File: src/rtl/spike_rate_decoder.sv
// spike_rate_decoder
// Output-side reader for the IF spiking network. One clk cycle is one
// network timestep. After an accepted start, spikes on every output line are
// counted (saturating) for WINDOW timesteps. A sequential argmax then walks
// the counters one neuron per cycle, and the winner is reported with a
// one-cycle done pulse.
//
// Ports:
//   clk        system clock
//   rst        asynchronous, active-high reset
//   start      request a new classification (accepted only while idle)
//   spike_in   spike bits from the network output layer, bit i = neuron i
//   busy       high while counting or comparing
//   done       one-cycle pulse when the result registers update
//   class_out  index of the neuron with the highest count (lowest index wins ties)
//   max_count  spike count of the winning neuron
//   no_spike   high if every count was zero in the last window
//   counts_out live counters, neuron i at [i*COUNT_WIDTH +: COUNT_WIDTH]
module spike_rate_decoder #(
    parameter int NUM_OUTPUTS = 4,
    parameter int COUNT_WIDTH = 8,
    parameter int WINDOW      = 100,
    parameter int CLASS_WIDTH = (NUM_OUTPUTS > 1) ? $clog2(NUM_OUTPUTS) : 1
) (
    input  logic                               clk,
    input  logic                               rst,
    input  logic                               start,
    input  logic [NUM_OUTPUTS-1:0]             spike_in,
    output logic                               busy,
    output logic                               done,
    output logic [CLASS_WIDTH-1:0]             class_out,
    output logic [COUNT_WIDTH-1:0]             max_count,
    output logic                               no_spike,
    output logic [NUM_OUTPUTS*COUNT_WIDTH-1:0] counts_out
);

    // The window counter only needs to reach WINDOW-1.
    localparam int WIN_WIDTH = (WINDOW > 1) ? $clog2(WINDOW) : 1;
    localparam logic [WIN_WIDTH-1:0]   WIN_LAST = WIN_WIDTH'(WINDOW - 1);
    localparam logic [CLASS_WIDTH-1:0] IDX_LAST = CLASS_WIDTH'(NUM_OUTPUTS - 1);
    localparam logic [COUNT_WIDTH-1:0] CNT_MAX  = {COUNT_WIDTH{1'b1}};

    typedef enum logic [1:0] {
        ST_IDLE    = 2'd0,
        ST_COUNT   = 2'd1,
        ST_COMPARE = 2'd2
    } state_t;

    state_t                   state_r;
    state_t                   state_next_s;
    logic [COUNT_WIDTH-1:0]   count_r [NUM_OUTPUTS];
    logic [WIN_WIDTH-1:0]     win_cnt_r;
    logic [CLASS_WIDTH-1:0]   idx_r;
    logic [CLASS_WIDTH-1:0]   best_idx_r;
    logic [COUNT_WIDTH-1:0]   best_cnt_r;
    logic                     busy_r;
    logic                     done_r;
    logic [CLASS_WIDTH-1:0]   class_r;
    logic [COUNT_WIDTH-1:0]   max_r;
    logic                     no_spike_r;

    logic                     win_last_s;
    logic                     idx_last_s;
    logic [COUNT_WIDTH-1:0]   cur_cnt_s;
    logic [CLASS_WIDTH-1:0]   cand_idx_s;
    logic [COUNT_WIDTH-1:0]   cand_cnt_s;

    // Argmax step and terminal-count decodes.
    always_comb begin
        win_last_s = (win_cnt_r == WIN_LAST);
        idx_last_s = (idx_r == IDX_LAST);
        cur_cnt_s  = count_r[idx_r];
        // Strict greater-than keeps the earlier (lower) index on ties.
        if (cur_cnt_s > best_cnt_r) begin
            cand_idx_s = idx_r;
            cand_cnt_s = cur_cnt_s;
        end else begin
            cand_idx_s = best_idx_r;
            cand_cnt_s = best_cnt_r;
        end
    end

    // Next-state logic.
    always_comb begin
        state_next_s = ST_IDLE;
        case (state_r)
            ST_IDLE: begin
                if (start) begin
                    state_next_s = ST_COUNT;
                end else begin
                    state_next_s = ST_IDLE;
                end
            end
            ST_COUNT: begin
                if (win_last_s) begin
                    state_next_s = ST_COMPARE;
                end else begin
                    state_next_s = ST_COUNT;
                end
            end
            ST_COMPARE: begin
                if (idx_last_s) begin
                    state_next_s = ST_IDLE;
                end else begin
                    state_next_s = ST_COMPARE;
                end
            end
            default: state_next_s = ST_IDLE;
        endcase
    end

    // State register.
    always_ff @(posedge clk or posedge rst) begin
        if (rst) begin
            state_r <= ST_IDLE;
        end else begin
            state_r <= state_next_s;
        end
    end

    // Per-neuron saturating spike counters; cleared on an accepted start.
    always_ff @(posedge clk or posedge rst) begin
        if (rst) begin
            for (int i = 0; i < NUM_OUTPUTS; i++) begin
                count_r[i] <= {COUNT_WIDTH{1'b0}};
            end
        end else if (state_r == ST_IDLE && start) begin
            for (int i = 0; i < NUM_OUTPUTS; i++) begin
                count_r[i] <= {COUNT_WIDTH{1'b0}};
            end
        end else if (state_r == ST_COUNT) begin
            for (int i = 0; i < NUM_OUTPUTS; i++) begin
                if (spike_in[i] && (count_r[i] != CNT_MAX)) begin
                    count_r[i] <= count_r[i] + {{(COUNT_WIDTH-1){1'b0}}, 1'b1};
                end
            end
        end
    end

    // Window counter, argmax walk, status flags and result registers.
    always_ff @(posedge clk or posedge rst) begin
        if (rst) begin
            win_cnt_r  <= {WIN_WIDTH{1'b0}};
            idx_r      <= {CLASS_WIDTH{1'b0}};
            best_idx_r <= {CLASS_WIDTH{1'b0}};
            best_cnt_r <= {COUNT_WIDTH{1'b0}};
            busy_r     <= 1'b0;
            done_r     <= 1'b0;
            class_r    <= {CLASS_WIDTH{1'b0}};
            max_r      <= {COUNT_WIDTH{1'b0}};
            no_spike_r <= 1'b0;
        end else begin
            case (state_r)
                ST_IDLE: begin
                    done_r <= 1'b0;
                    if (start) begin
                        win_cnt_r <= {WIN_WIDTH{1'b0}};
                        busy_r    <= 1'b1;
                    end
                end
                ST_COUNT: begin
                    win_cnt_r <= win_cnt_r + {{(WIN_WIDTH-1){1'b0}}, 1'b1};
                    if (win_last_s) begin
                        idx_r      <= {CLASS_WIDTH{1'b0}};
                        best_idx_r <= {CLASS_WIDTH{1'b0}};
                        best_cnt_r <= {COUNT_WIDTH{1'b0}};
                    end
                end
                ST_COMPARE: begin
                    best_idx_r <= cand_idx_s;
                    best_cnt_r <= cand_cnt_s;
                    if (idx_last_s) begin
                        // All-zero counts leave cand_idx_s at 0 already, but
                        // force it so class_out is 0 whenever no_spike is set.
                        class_r    <= (cand_cnt_s == {COUNT_WIDTH{1'b0}}) ?
                                      {CLASS_WIDTH{1'b0}} : cand_idx_s;
                        max_r      <= cand_cnt_s;
                        no_spike_r <= (cand_cnt_s == {COUNT_WIDTH{1'b0}});
                        done_r     <= 1'b1;
                        busy_r     <= 1'b0;
                    end else begin
                        idx_r <= idx_r + {{(CLASS_WIDTH-1){1'b0}}, 1'b1};
                    end
                end
                default: begin
                    busy_r <= 1'b0;
                    done_r <= 1'b0;
                end
            endcase
        end
    end

    always_comb begin
        for (int i = 0; i < NUM_OUTPUTS; i++) begin
            counts_out[i*COUNT_WIDTH +: COUNT_WIDTH] = count_r[i];
        end
    end

    assign busy      = busy_r;
    assign done      = done_r;
    assign class_out = class_r;
    assign max_count = max_r;
    assign no_spike  = no_spike_r;

endmodule

File: config.mk
export PLATFORM = sky130hd
export DESIGN_NAME = spike_rate_decoder
export DESIGN_NICKNAME = d
export VERILOG_FILES = /design/src/rtl/spike_rate_decoder.sv
export SDC_FILE = /design/constraint.sdc
export NUM_CORES = 1
export LEC_CHECK = 0
export ABC_AREA = 1
export CORE_AREA = 2 2 99 101
export DETAILED_ROUTE_END_ITERATION = 10
export DIE_AREA = 0 0 101 103
export GPL_TIMING_DRIVEN = 0
export PLACE_DENSITY_LB_ADDON = 0.25
export RECOVER_POWER = 50
export SYNTH_ARGS = -nofsm -noshare
export SYNTH_HDL_FRONTEND = slang
export SYNTH_SLANG_ARGS = --single-unit
File: constraint.sdc
create_clock -name clk -period 2.7 [get_ports clk]
set_clock_uncertainty 0.1 [all_clocks]
set_input_delay 0.27 -clock clk [delete_from_list [all_inputs] [get_ports clk]]
set_output_delay 0.27 -clock clk [all_outputs]
set_load 0.02 [all_outputs]
== After elaboration in Yosys (flattened, before gate mapping) ==
Index checks and enable logic that the tools add are counted.

* Register bits: 66
* Bits in latches: 0
* RAM bits: 0
* Memory bits (read-only): 0
* Output and inout port bits: 45
* Word-level logic and storage cells: 89
* Memories kept: 0

* $add $sub $neg: 6
* Multipliers: 0
* Divide/modulo/power cells: 0
* Order comparisons: 2
* Eq/ne operators: 12
* Shifts and indexed selects: 0
* Muxes and demuxes: 29
* Bitwise logic cells: 2
* Reductions and logical operators: 24

{| class="wikitable"
|+ Operators by type and width
! operator !! count
|-
| $mux 32 || 2
|-
| $mux 8 || 8
|-
| $add 8x1->8 const B || 4
|-
| $ne 8x8->1 const B || 4
|-
| $bmux 8 s2 || 1
|-
| $pmux 8 s2 || 1
|-
| $reduce_and 2->1 || 8
|-
| $pmux 7 s2 || 1
|-
| $reduce_bool 2->1 || 7
|-
| $mux 2 || 6
|-
| $gt 8x8->1 || 1
|-
| $logic_not 8->1 || 1
|-
| $ne 2x2->1 const B || 4
|-
| $pmux 2 s2 || 2
|-
| $add 7x1->7 const B || 1
|-
| $eq 7x7->1 const B || 1
|-
| $mux 7 || 1
|-
| $pmux 2 s3 || 1
|-
| $reduce_and 3->1 || 2
|-
| $logic_and 1x1->1 || 5
|-
| $eq 2x2->1 const B || 2
|-
| $mux 1 || 4
|-
| $ge 3x3->1 const B || 1
|-
| $not 2->3 || 1
|-
| other kinds (6) || 6
|}

== Logic depth before layout (Yosys ltp) ==
Gate-level depths: netlist (run 1).

* Word-level depth: 8
* Gate-level depth with buffers: 22
* Gate-level depth less buffers: 20

== Least setup slack after synthesis (run 1) ==
OpenSTA, ideal clock, no wires.

* Path type: register to register
* From: register idx_r[0]
* To: register class_r[0], in the netlist class_out[0]
* Library setup time: 0.116 ns
* Arrival: 2.207 ns
* Required time: 2.484 ns
* Slack: 0.276 ns
* Stages on the path, launching flop included: 22
* Buffers on the path: 3
* Clock period less this slack: 2.424 ns
* Cell sequence: dfrtp_1 buf_4 buf_2 o21ai_0 nand2_1 inv_1 ha_1 nand2_1 inv_1 nand2_1 nand2_1 nand2_1 nand2_4 nand2_4 buf_8 nand2_2 nand2_2 nand2_2 nor2_4 nand2_2 nand2_1 nand2_1

* Cells in the longest elaborated chain, start to end: 8
* Elaborated cells between the ends (all ways): 11
* Classes of those cells: 1 x order compare; 1 x eq/ne; 6 x mux; 1 x bitwise; 2 x reduce/logical

{| class="wikitable"
|+ Ends and longest elaborated chain
! item !! RTL line !! text
|-
| start, declared || 53 || <nowiki>logic [CLASS_WIDTH-1:0] idx_r;</nowiki>
|-
| start signal, assigned || 144 || <nowiki>idx_r <= {CLASS_WIDTH{1'b0}};</nowiki>
|-
| start signal, assigned || 164 || <nowiki>idx_r <= {CLASS_WIDTH{1'b0}};</nowiki>
|-
| start signal, assigned || 182 || <nowiki>idx_r <= idx_r + {{(CLASS_WIDTH-1){1'b0}}, 1'b1};</nowiki>
|-
| $not 2->3 (implied by the code) || 72 || <nowiki>cur_cnt_s = count_r[idx_r];</nowiki>
|-
| $bmux 8 s2 || 72 ||
|-
| $mux 8 (implied by the code) (2 in a row) || 72 ||
|-
| $gt 8x8->1 || 74 || <nowiki>if (cur_cnt_s > best_cnt_r) begin</nowiki>
|-
| $mux 8 || 74 ||
|-
| $logic_not 8->1 || 175 || <nowiki>class_r <= (cand_cnt_s == {COUNT_WIDTH{1'b0}}) ?</nowiki>
|-
| $mux 2 || 175 ||
|-
| end signal, assigned || 149 || <nowiki>class_r <= {CLASS_WIDTH{1'b0}};</nowiki>
|-
| end signal, assigned || 175 ||
|-
| end, declared || 58 || <nowiki>logic [CLASS_WIDTH-1:0] class_r;</nowiki>
|}

Several ways; a longest one is shown, not always the timed one. The select of a mux whose other input is x is not followed.
A chain may end at the register's enable or synchronous reset.

== Final worst setup path (run 1) ==
Ends and elaborated chain as after synthesis.

==> results.json, run 1 <==
{
  "status": "finished, final reports clean",
  "port_buffers": 51,
  "rsz0062_at_grt": "yes",
  "pin_count": 52,
  "rr_startpoint": "idx_r[0]$_DFFE_PP0P_",
  "crit_chain": "buf_6, clkinvlp_4, nand2_1, o211ai_1, nand2_1, inv_1, ha_1, a21oi_2, nor2_1, nor2_2, nand2_4, nand2_4, buf_8, nand2_2, nand2_2, nand2_2, nor2_4, nand2_2, nand2_1, nand2_1",
  "period_needed_ns": 2.699,
  "synth_top_cell_area_share_pct": 44.25,
  "hpwlAfterDp_um": 6709,
  "cp_data_arrival_time_ns": 2.83,
  "route.vias.total": 3414,
  "power_leakage_nw": 2.385,
  "core_area_um2": 9459,
  "globalRouteTotalUtil_pct": 19.16,
  "timing.hold.worst.start": "no_spike$_DFFE_PP0P_",
  "drt-pass1-iter-count": 4,
  "initial_utilization_pct": 39.46,
  "drv_slew": 0,
  "layout_worst_path_cycle_share_pct": 99.98,
  "viasPerCell": 5.096,
  "worst-path-stages": 20,
  "drt-initial-drc-count": 205,
  "timing.fmax_mhz": 370.5,
  "synth_async_sr_flop_share_pct": 100.0,
  "cp.buffers_inverters": 4,
  "netlist-cell-type-count": 36,
  "slew_headroom_pct": 7.174,
  "syn_area_per_cell_um2": 7.992,
  "power-per-cell-area_nw_per_um2": 990.5,
  "drc": 0,
  "regToRegEndpoint": "class_out[0]$_DFFE_PP0P_",
  "cp_slowest_stage_delay_ns": 0.41,
  "cts-htree-levels": 3,
  "synthTopCellsByCount": "sky130_fd_sc_hd__nand2_1 (94), sky130_fd_sc_hd__dfrtp_1 (66), sky130_fd_sc_hd__inv_1 (59), sky130_fd_sc_hd__o21ai_0 (43), sky130_fd_sc_hd__nand3_1 (35)",
  "yosysWarnings": 0,
  "clkSlewWorstSetupHoldPaths_ns": 0.07,
  "grt_util_met2_pct": 30.92,
  "clk_root_buffer_cell": "sky130_fd_sc_hd__clkbuf_8",
  "synth_enable_flop_cells": 0,
  "dieHeight_um": 103,
  "min-delay-path-class": "reg -> reg",
  "clock_sink_count": 66,
  "synth_fp_nets": 489,
  "setup_viol": 0,
  "finalWeightedCongestion": 0.8772,
  "fp-row-count": 36,
  "cts_tree": "done",
  "areaGrowthSynthToFinish_pct": 31.41,
  "ys_ff_latch": 66,
  "netlist_top_cells_area": "sky130_fd_sc_hd__dfrtp_1 (44%), sky130_fd_sc_hd__nand2_1 (9.5%), sky130_fd_sc_hd__inv_1 (5.9%)",
  "synth.yosys.seq_area_share_pct": 44.25,
  "start_kind": "register",
  "global_route.peak_usage_layer": "met2",
  "kind_of_critical_path": "reg -> reg",
  "holdPathEnd": "no_spike$_DFFE_PP0P_",
  "drt_wl_total_um": 9688,
  "grt_pass1_vias": 3272,
  "drive_gt1_share_pct": 19.42,
  "critical-path-top-delay-family": "simple AND/OR/NAND/NOR gates",
  "ys.flop_type": "sky130_fd_sc_hd__dfrtp_1",
  "finalHoldViolCount": 0,
  "clock_tree.buffer_depth": 2,
  "dp_slack_ns": -0.1952,
  "drt.antenna.violating_nets": 0,
  "endpoint_kind": "register",
  "crit_slowest_cell": "sky130_fd_sc_hd__dfrtp_1",
  "num_antenna_cells": 0,
  "wire_length_of_the_first_global_routing_pass_um": 15620,
  "finalWorstSetupSlack_ns": 0.0006113,
  "worst_r2r_path_depth": 20,
  "synthesis.instances": 467,
  "maximum_number_of_pins_on_one_net_before_global_route_repair": 67,
  "die_area_um2": 10400,
  "hold_depth": 2,
  "ff2ff_setup_slack_ns": 0.0006,
  "worst_ir_drop_vdd_uv": 441.4,
  "cts_made_buffers": 9,
  "layout.nets": 574,
  "transition_time_at_the_pin_with_the_least_slew_margin_ns": 1.392,
  "netlist.top_cell.by_area": "sky130_fd_sc_hd__dfrtp_1",
  "met3_usage_pct": 4.068,
  "mapped_area_um2": 3732,
  "crit_path_max_fanout": 6,
  "critical_path_required_time_ns": 2.83,
  "grt-ovfl-total": 0,
  "die_w_um": 101,
  "avgRoutedWirePerCell_um": 14.46,
  "setup_total_negative_slack_ns": 0,
  "grt_use_met1_pct": 25.83,
  "max_cap_violation_count": 0,
  "worstSkewPairLatency_ns": 0.34,
  "antenna_found_initial": 0,
  "yosysMostFrequentCell": "sky130_fd_sc_hd__nand2_1"
}
area by class of cell:
class	count	area, µm²
clock inverter	3	15.01
tap	114	142.6
inverter	66	254.0
multi-input combinational	323	1898
fill	918	4554
clock buffer	12	155.1
buffer	12	85.08
timing repair buffer	74	703.2
sequential	66	1652
state kept, by name, summed over array words and instances (netlist names):
register	flops
best_cnt_r	8
best_idx_r	2
busy	1
class_out	2
counts_out	32
done	1
idx_r	2
max_count	8
no_spike	1
state_r	2
win_cnt_r	7
layout by cell type (no fill, tap or decap), types with 2 or more instances in the layout:
master and n:
sky130_fd_sc_hd__o21ai_0 34, sky130_fd_sc_hd__inv_1 57, sky130_fd_sc_hd__buf_4 19, sky130_fd_sc_hd__clkinv_2 3, sky130_fd_sc_hd__a31oi_1 2, sky130_fd_sc_hd__buf_2 4, sky130_fd_sc_hd__o21ai_2 5, sky130_fd_sc_hd__buf_6 5
sky130_fd_sc_hd__nand4_1 4, sky130_fd_sc_hd__nand2_1 84, sky130_fd_sc_hd__xor2_1 6, sky130_fd_sc_hd__ha_4 3, sky130_fd_sc_hd__a21oi_2 6, sky130_fd_sc_hd__dfrtp_1 66, sky130_fd_sc_hd__nand3_1 31, sky130_fd_sc_hd__nor2_2 2
sky130_fd_sc_hd__a21oi_1 21, sky130_fd_sc_hd__clkdlybuf4s50_1 45, sky130_fd_sc_hd__o211ai_1 2, sky130_fd_sc_hd__o211a_1 2, sky130_fd_sc_hd__nand2_2 22, sky130_fd_sc_hd__o31ai_1 2, sky130_fd_sc_hd__nor2_4 4, sky130_fd_sc_hd__nand2_4 7
sky130_fd_sc_hd__inv_2 6, sky130_fd_sc_hd__dlygate4sd3_1 6, sky130_fd_sc_hd__nor2_1 27, sky130_fd_sc_hd__o22ai_1 12, sky130_fd_sc_hd__o21ai_1 11, sky130_fd_sc_hd__nand3_2 5, sky130_fd_sc_hd__clkbuf_8 11, sky130_fd_sc_hd__ha_1 12
sky130_fd_sc_hd__clkbuf_1 6, sky130_fd_sc_hd__nor3_1 10
cell families after synthesis:
| kind of cell | share of synthesized area [%] |
|---|---|
| xor gates and xnor gates | 1.408 |
| buffers and inverters | 8.548 |
| DFF | 44.25 |
| and+or+nand+nor | 25.41 |
| AOI/OAI and AO/OA | 15.35 |
| adders and majority gates | 5.028 |
power breakdown:
group	switching (mW)	total, mW	internal [mW]
logic	1.49	2.73	1.24
registers	0.212	1.38	1.17
clock network	0.371	0.745	0.374
per-stage QoR:
stage	instances	hold slack [ns]	utilization, %	total power [mW]	area [µm²]
after CTS	653	0.3828	48.86	4.214	4622
after detailed placement	632	0.3715	46.39	3.362	4388
final	670	0.3764	51.85	4.858	4905
after global placement	632	0.3635	46.36	3.322	4385
after floorplan	467	0.3669	-	2.753	3732
after global routing	670	0.4030	51.85	5.232	4905
worst register-to-register path: stages (launching register included):
cell and delay [ns]:
sky130_fd_sc_hd__dfrtp_1 0.41, sky130_fd_sc_hd__buf_6 0.16, sky130_fd_sc_hd__clkinvlp_4 0.14, sky130_fd_sc_hd__nand2_1 0.10, sky130_fd_sc_hd__o211ai_1 0.10, sky130_fd_sc_hd__nand2_1 0.14
sky130_fd_sc_hd__inv_1 0.07, sky130_fd_sc_hd__ha_1 0.22, sky130_fd_sc_hd__a21oi_2 0.15, sky130_fd_sc_hd__nor2_1 0.06, sky130_fd_sc_hd__nor2_2 0.12, sky130_fd_sc_hd__nand2_4 0.09
sky130_fd_sc_hd__nand2_4 0.11, sky130_fd_sc_hd__buf_8 0.13, sky130_fd_sc_hd__nand2_2 0.05, sky130_fd_sc_hd__nand2_2 0.11, sky130_fd_sc_hd__nand2_2 0.08, sky130_fd_sc_hd__nor2_4 0.09
sky130_fd_sc_hd__nand2_2 0.06, sky130_fd_sc_hd__nand2_1 0.06, sky130_fd_sc_hd__nand2_1 0.05
worst max-delay path by stage:
stage                         start                   endpoint  slack (ns)
4_1_cts        idx_r[0]$_DFFE_PP0P_   class_out[0]$_DFFE_PP0P_       0.003
3_5_place_dp   idx_r[0]$_DFFE_PP0P_   class_out[0]$_DFFE_PP0P_       -0.20
6_report       idx_r[0]$_DFFE_PP0P_   class_out[0]$_DFFE_PP0P_      0.0006
5_1_grt        idx_r[0]$_DFFE_PP0P_   class_out[1]$_DFFE_PP0P_       -0.17
3_3_place_gp                    rst  counts_out[4]$_DFFE_PP0P_       -0.53
2_1_floorplan  idx_r[0]$_DFFE_PP0P_   class_out[0]$_DFFE_PP0P_        0.28
repair_timing:
action,CTS,global route
endpoints found under the setup margin,4,5
hold buffers,0,0
resized for setup,12,46
pin swaps,4,23
buffers inserted,6,14
gates cloned,0,3
per-layer routing:
metal  vias to the layer above  part of all wire [%]
met5                         -                     0
met2                        79                    47
met1                      1606                    47
met3                        11                   3.9
met4                         0                   1.6
li1                       1718                     -
Note: power is estimated with default switching activity, not from simulation.
==> run 2: changes to the inputs <==
--- a/config.mk
+++ b/config.mk
@@ -6,10 +6,13 @@
 export NUM_CORES = 1
 export LEC_CHECK = 0
 export ABC_AREA = 1
+export CAP_MARGIN = 15
 export CORE_AREA = 2 2 99 101
 export DETAILED_ROUTE_END_ITERATION = 10
 export DIE_AREA = 0 0 101 103
+export DONT_BUFFER_PORTS = 1
 export GPL_TIMING_DRIVEN = 0
+export HOLD_SLACK_MARGIN = 0.02
 export PLACE_DENSITY_LB_ADDON = 0.25
 export RECOVER_POWER = 50
 export SYNTH_ARGS = -nofsm -noshare
==> run 2 against run 1 <==
  * Via count down 5.1%
  * Global-route usage up 0.11 points
  * Die area stayed put
  * Utilization decreased by 4.6 points
  * Critical path depth stayed put
  * Fmax grew 1.9%
  * Combinational power shrank 19%
  * Sequential share of layout area rose by 3.3 points
  * Flip-flop and latch count is the same
  * Largest cell class unchanged
==> results.json, run 2 (synthesized netlist as in run 1, its figures left out) <==
{
  "status": "finished, final reports clean",
  "drt.antenna.violating_nets": 0,
  "kind_of_critical_path": "reg -> reg",
  "fillCellCount": 913,
  "cp_data_arrival_time_ns": 2.78,
  "final.hold.worst_slack_ns": 0.06718,
  "initial_utilization_pct": 39.46,
  "rsz0062_at_grt": "yes",
  "cts_made_buffers": 9,
  "drv_slew": 0,
  "start_kind": "register",
  "min-delay-path-class": "in -> reg",
  "power_switching_share_pct": 42.89,
  "critical_path_required_time_ns": 2.83,
  "grt-ovfl-total": 0,
  "crit_chain": "buf_6, clkinvlp_4, nand2_1, nand3_1, nand2_2, inv_1, ha_4, a21o_1, nor2_2, nand2_4, nand2_4, buf_12, buf_16, nand2_4, nand2_4, nand2_4, nor2_4, nand2_2, nand2_1, nand2_1",
  "finalHoldViolCount": 0,
  "layout.nets": 520,
  "crit_slowest_cell": "sky130_fd_sc_hd__dfrtp_2",
  "crit_path_max_fanout": 7,
  "wire_length_of_the_first_global_routing_pass_um": 15620,
  "worstSkewPairLatency_ns": 0.34,
  "drt_wl_total_um": 9548,
  "maximum_number_of_pins_on_one_net_before_global_route_repair": 67,
  "clock_sink_count": 66,
  "period_needed_ns": 2.649,
  "route.vias.total": 3241,
  "slew_headroom_pct": 7.098,
  "num_antenna_cells": 0,
  "drt-pass1-iter-count": 4,
  "cts_tree": "done",
  "placed_cells_incl_taps": 581,
  "drive_gt1_share_pct": 23.26,
  "transition_time_at_the_pin_with_the_least_slew_margin_ns": 1.394,
  "share_seq_of_total_power_pct": 33.9,
  "dieHeight_um": 103,
  "antenna_found_initial": 0,
  "layout_common_cells": "sky130_fd_sc_hd__nand2_1 (82), sky130_fd_sc_hd__dfrtp_1 (65), sky130_fd_sc_hd__inv_1 (55)",
  "timing.fmax_mhz": 377.6,
  "port_buffers": 0,
  "reg_area_um2": 1653,
  "layout.cells.most_common": "sky130_fd_sc_hd__nand2_1",
  "die_w_um": 101,
  "power-per-cell-area_nw_per_um2": 1037,
  "cts-htree-levels": 3,
  "grt_pass1_vias": 3237,
  "fp-row-count": 36,
  "layout_worst_path_cycle_share_pct": 98.09,
  "report.power.total_mw": 4.636,
  "clk_root_buffer_cell": "sky130_fd_sc_hd__clkbuf_8",
  "hpwlAfterDp_um": 6626,
  "number_of_flip_flops_under_the_largest_register_name": 32,
  "finalWorstSetupSlack_ns": 0.05149,
  "power_leakage_nw": 2.188,
  "clkSlewWorstSetupHoldPaths_ns": 0.07,
  "worst_ir_drop_vdd_uv": 379.9,
  "clock_tree.buffer_depth": 2,
  "globalRouteTotalUtil_pct": 19.27,
  "max_cap_violation_count": 0,
  "areaGrowthSynthToFinish_pct": 19.78,
  "finalWeightedCongestion": 0.8698,
  "multi_input_area_um2": 1941,
  "die_area_um2": 10400,
  "core_area_um2": 9459,
  "drt-initial-drc-count": 145,
  "drc": 0,
  "setup_viol": 0,
  "pin_count": 52,
  "cp_slowest_stage_delay_ns": 0.42,
  "combPwrFrac_pct": 47.8,
  "net-switching-power_mw": 1.989,
  "design_internal_power_mw": 2.648,
  "dp_slack_ns": -0.1390,
  "avgRoutedWirePerCell_um": 15.47,
  "endpoint_kind": "register",
  "crit_top_cell": "sky130_fd_sc_hd__nand2_4",
  "finalNonFillerCells": 617,
  "viasPerCell": 5.253,
  "clockPowerShare_pct": 18.4
}
-- run 2: changes by cell type in the layout (fill, tap and decap cells not counted), sizes merged --
| cell | previous run | this run |
|---|---|---|
| buf | 29 | 25 |
| bufinv | 0 | 1 |
| clkbuf | 18 | 20 |
| clkdlybuf4s50 | 45 | 0 |
| clkinv | 4 | 1 |
| dlygate4sd3 | 6 | 1 |
| inv | 64 | 65 |
-- run 2: final timing paths --
check,startpoint,to,slack (ns),cells after the start
max,idx_r[0]$_DFFE_PP0P_,class_out[0]$_DFFE_PP0P_,0.05,20
min,spike_in[2],counts_out[19]$_DFFE_PP0P_,0.07,2
max reg2reg,idx_r[0]$_DFFE_PP0P_,class_out[0]$_DFFE_PP0P_,0.05,20
min reg2reg,win_cnt_r[1]$_DFFE_PP0P_,win_cnt_r[1]$_DFFE_PP0P_,0.44,1
max in group asynchronous,rst,idx_r[0]$_DFFE_PP0P_,0.88,2
min in group asynchronous,rst,best_idx_r[0]$_DFFE_PP0P_,0.68,2
-- run 2: metal layers --
metal / global-route usage, % / vias up / share of wire (%)
li1: - / 1610 / -
met1: 25.24 / 1542 / 47
met2: 31.23 / 80 / 47
met3: 5.220 / 9 / 5.4
met4: 6.029 / 0 / 1.0
met5: 0 / - / 0
-- run 2: power groups by stage --
| stage | logic, mW | registers [mW] | clock network (mW) |
|---|---|---|---|
| after floorplan | 1.26 | 1.50 | 0 |
| after detailed placement | 1.54 | 1.58 | 0 |
| after global placement | 1.50 | 1.57 | 0 |
| final | 2.21 | 1.57 | 0.851 |
| after CTS | 1.82 | 1.57 | 0.875 |
| after global routing | 2.46 | 1.60 | 0.920 |
-- run 2: area by class of cell --
cell class                      count  share of cell area (%)
Multi-Input combinational cell    323                   43.41
Clock inverter                      2                  0.7837
Inverter                           66                   5.626
Tap cell                          114                   3.191
Timing Repair Buffer               20                   4.254
Sequential cell                    66                   36.97
Buffer                             12                   2.127
Clock buffer                       14                   3.638
-- run 2: critical path: cells and delay by family, from the launching register on --
kind                       cells  cell delay [ns]
and+or+nand+nor               13             1.06
buffers and inverters          5             0.57
DFF                            1             0.42
adders and majority gates      1             0.22
AOI/OAI and AO/OA              1             0.16
-- run 2: per-stage QoR --
stage,util (%),setup TNS [ns],area (µm²)
after floorplan,-,0,3732
after global placement,40.97,-8.082,3875
after detailed placement,40.99,-0.3303,3877
after CTS,45.12,0,4268
after global routing,47.26,-0.3040,4471
final,47.26,0,4471
-- run 2: repair_timing --
| item | CTS | global route |
|---|---|---|
| setup endpoints to repair | 4 | 8 |
| buffers inserted | 8 | 8 |
| pin swaps | 5 | 19 |
| hold endpoints to repair | 66 | 0 |
| gates cloned | 3 | 0 |
| hold buffers | 1 | 0 |
| gates resized for setup | 27 | 38 |
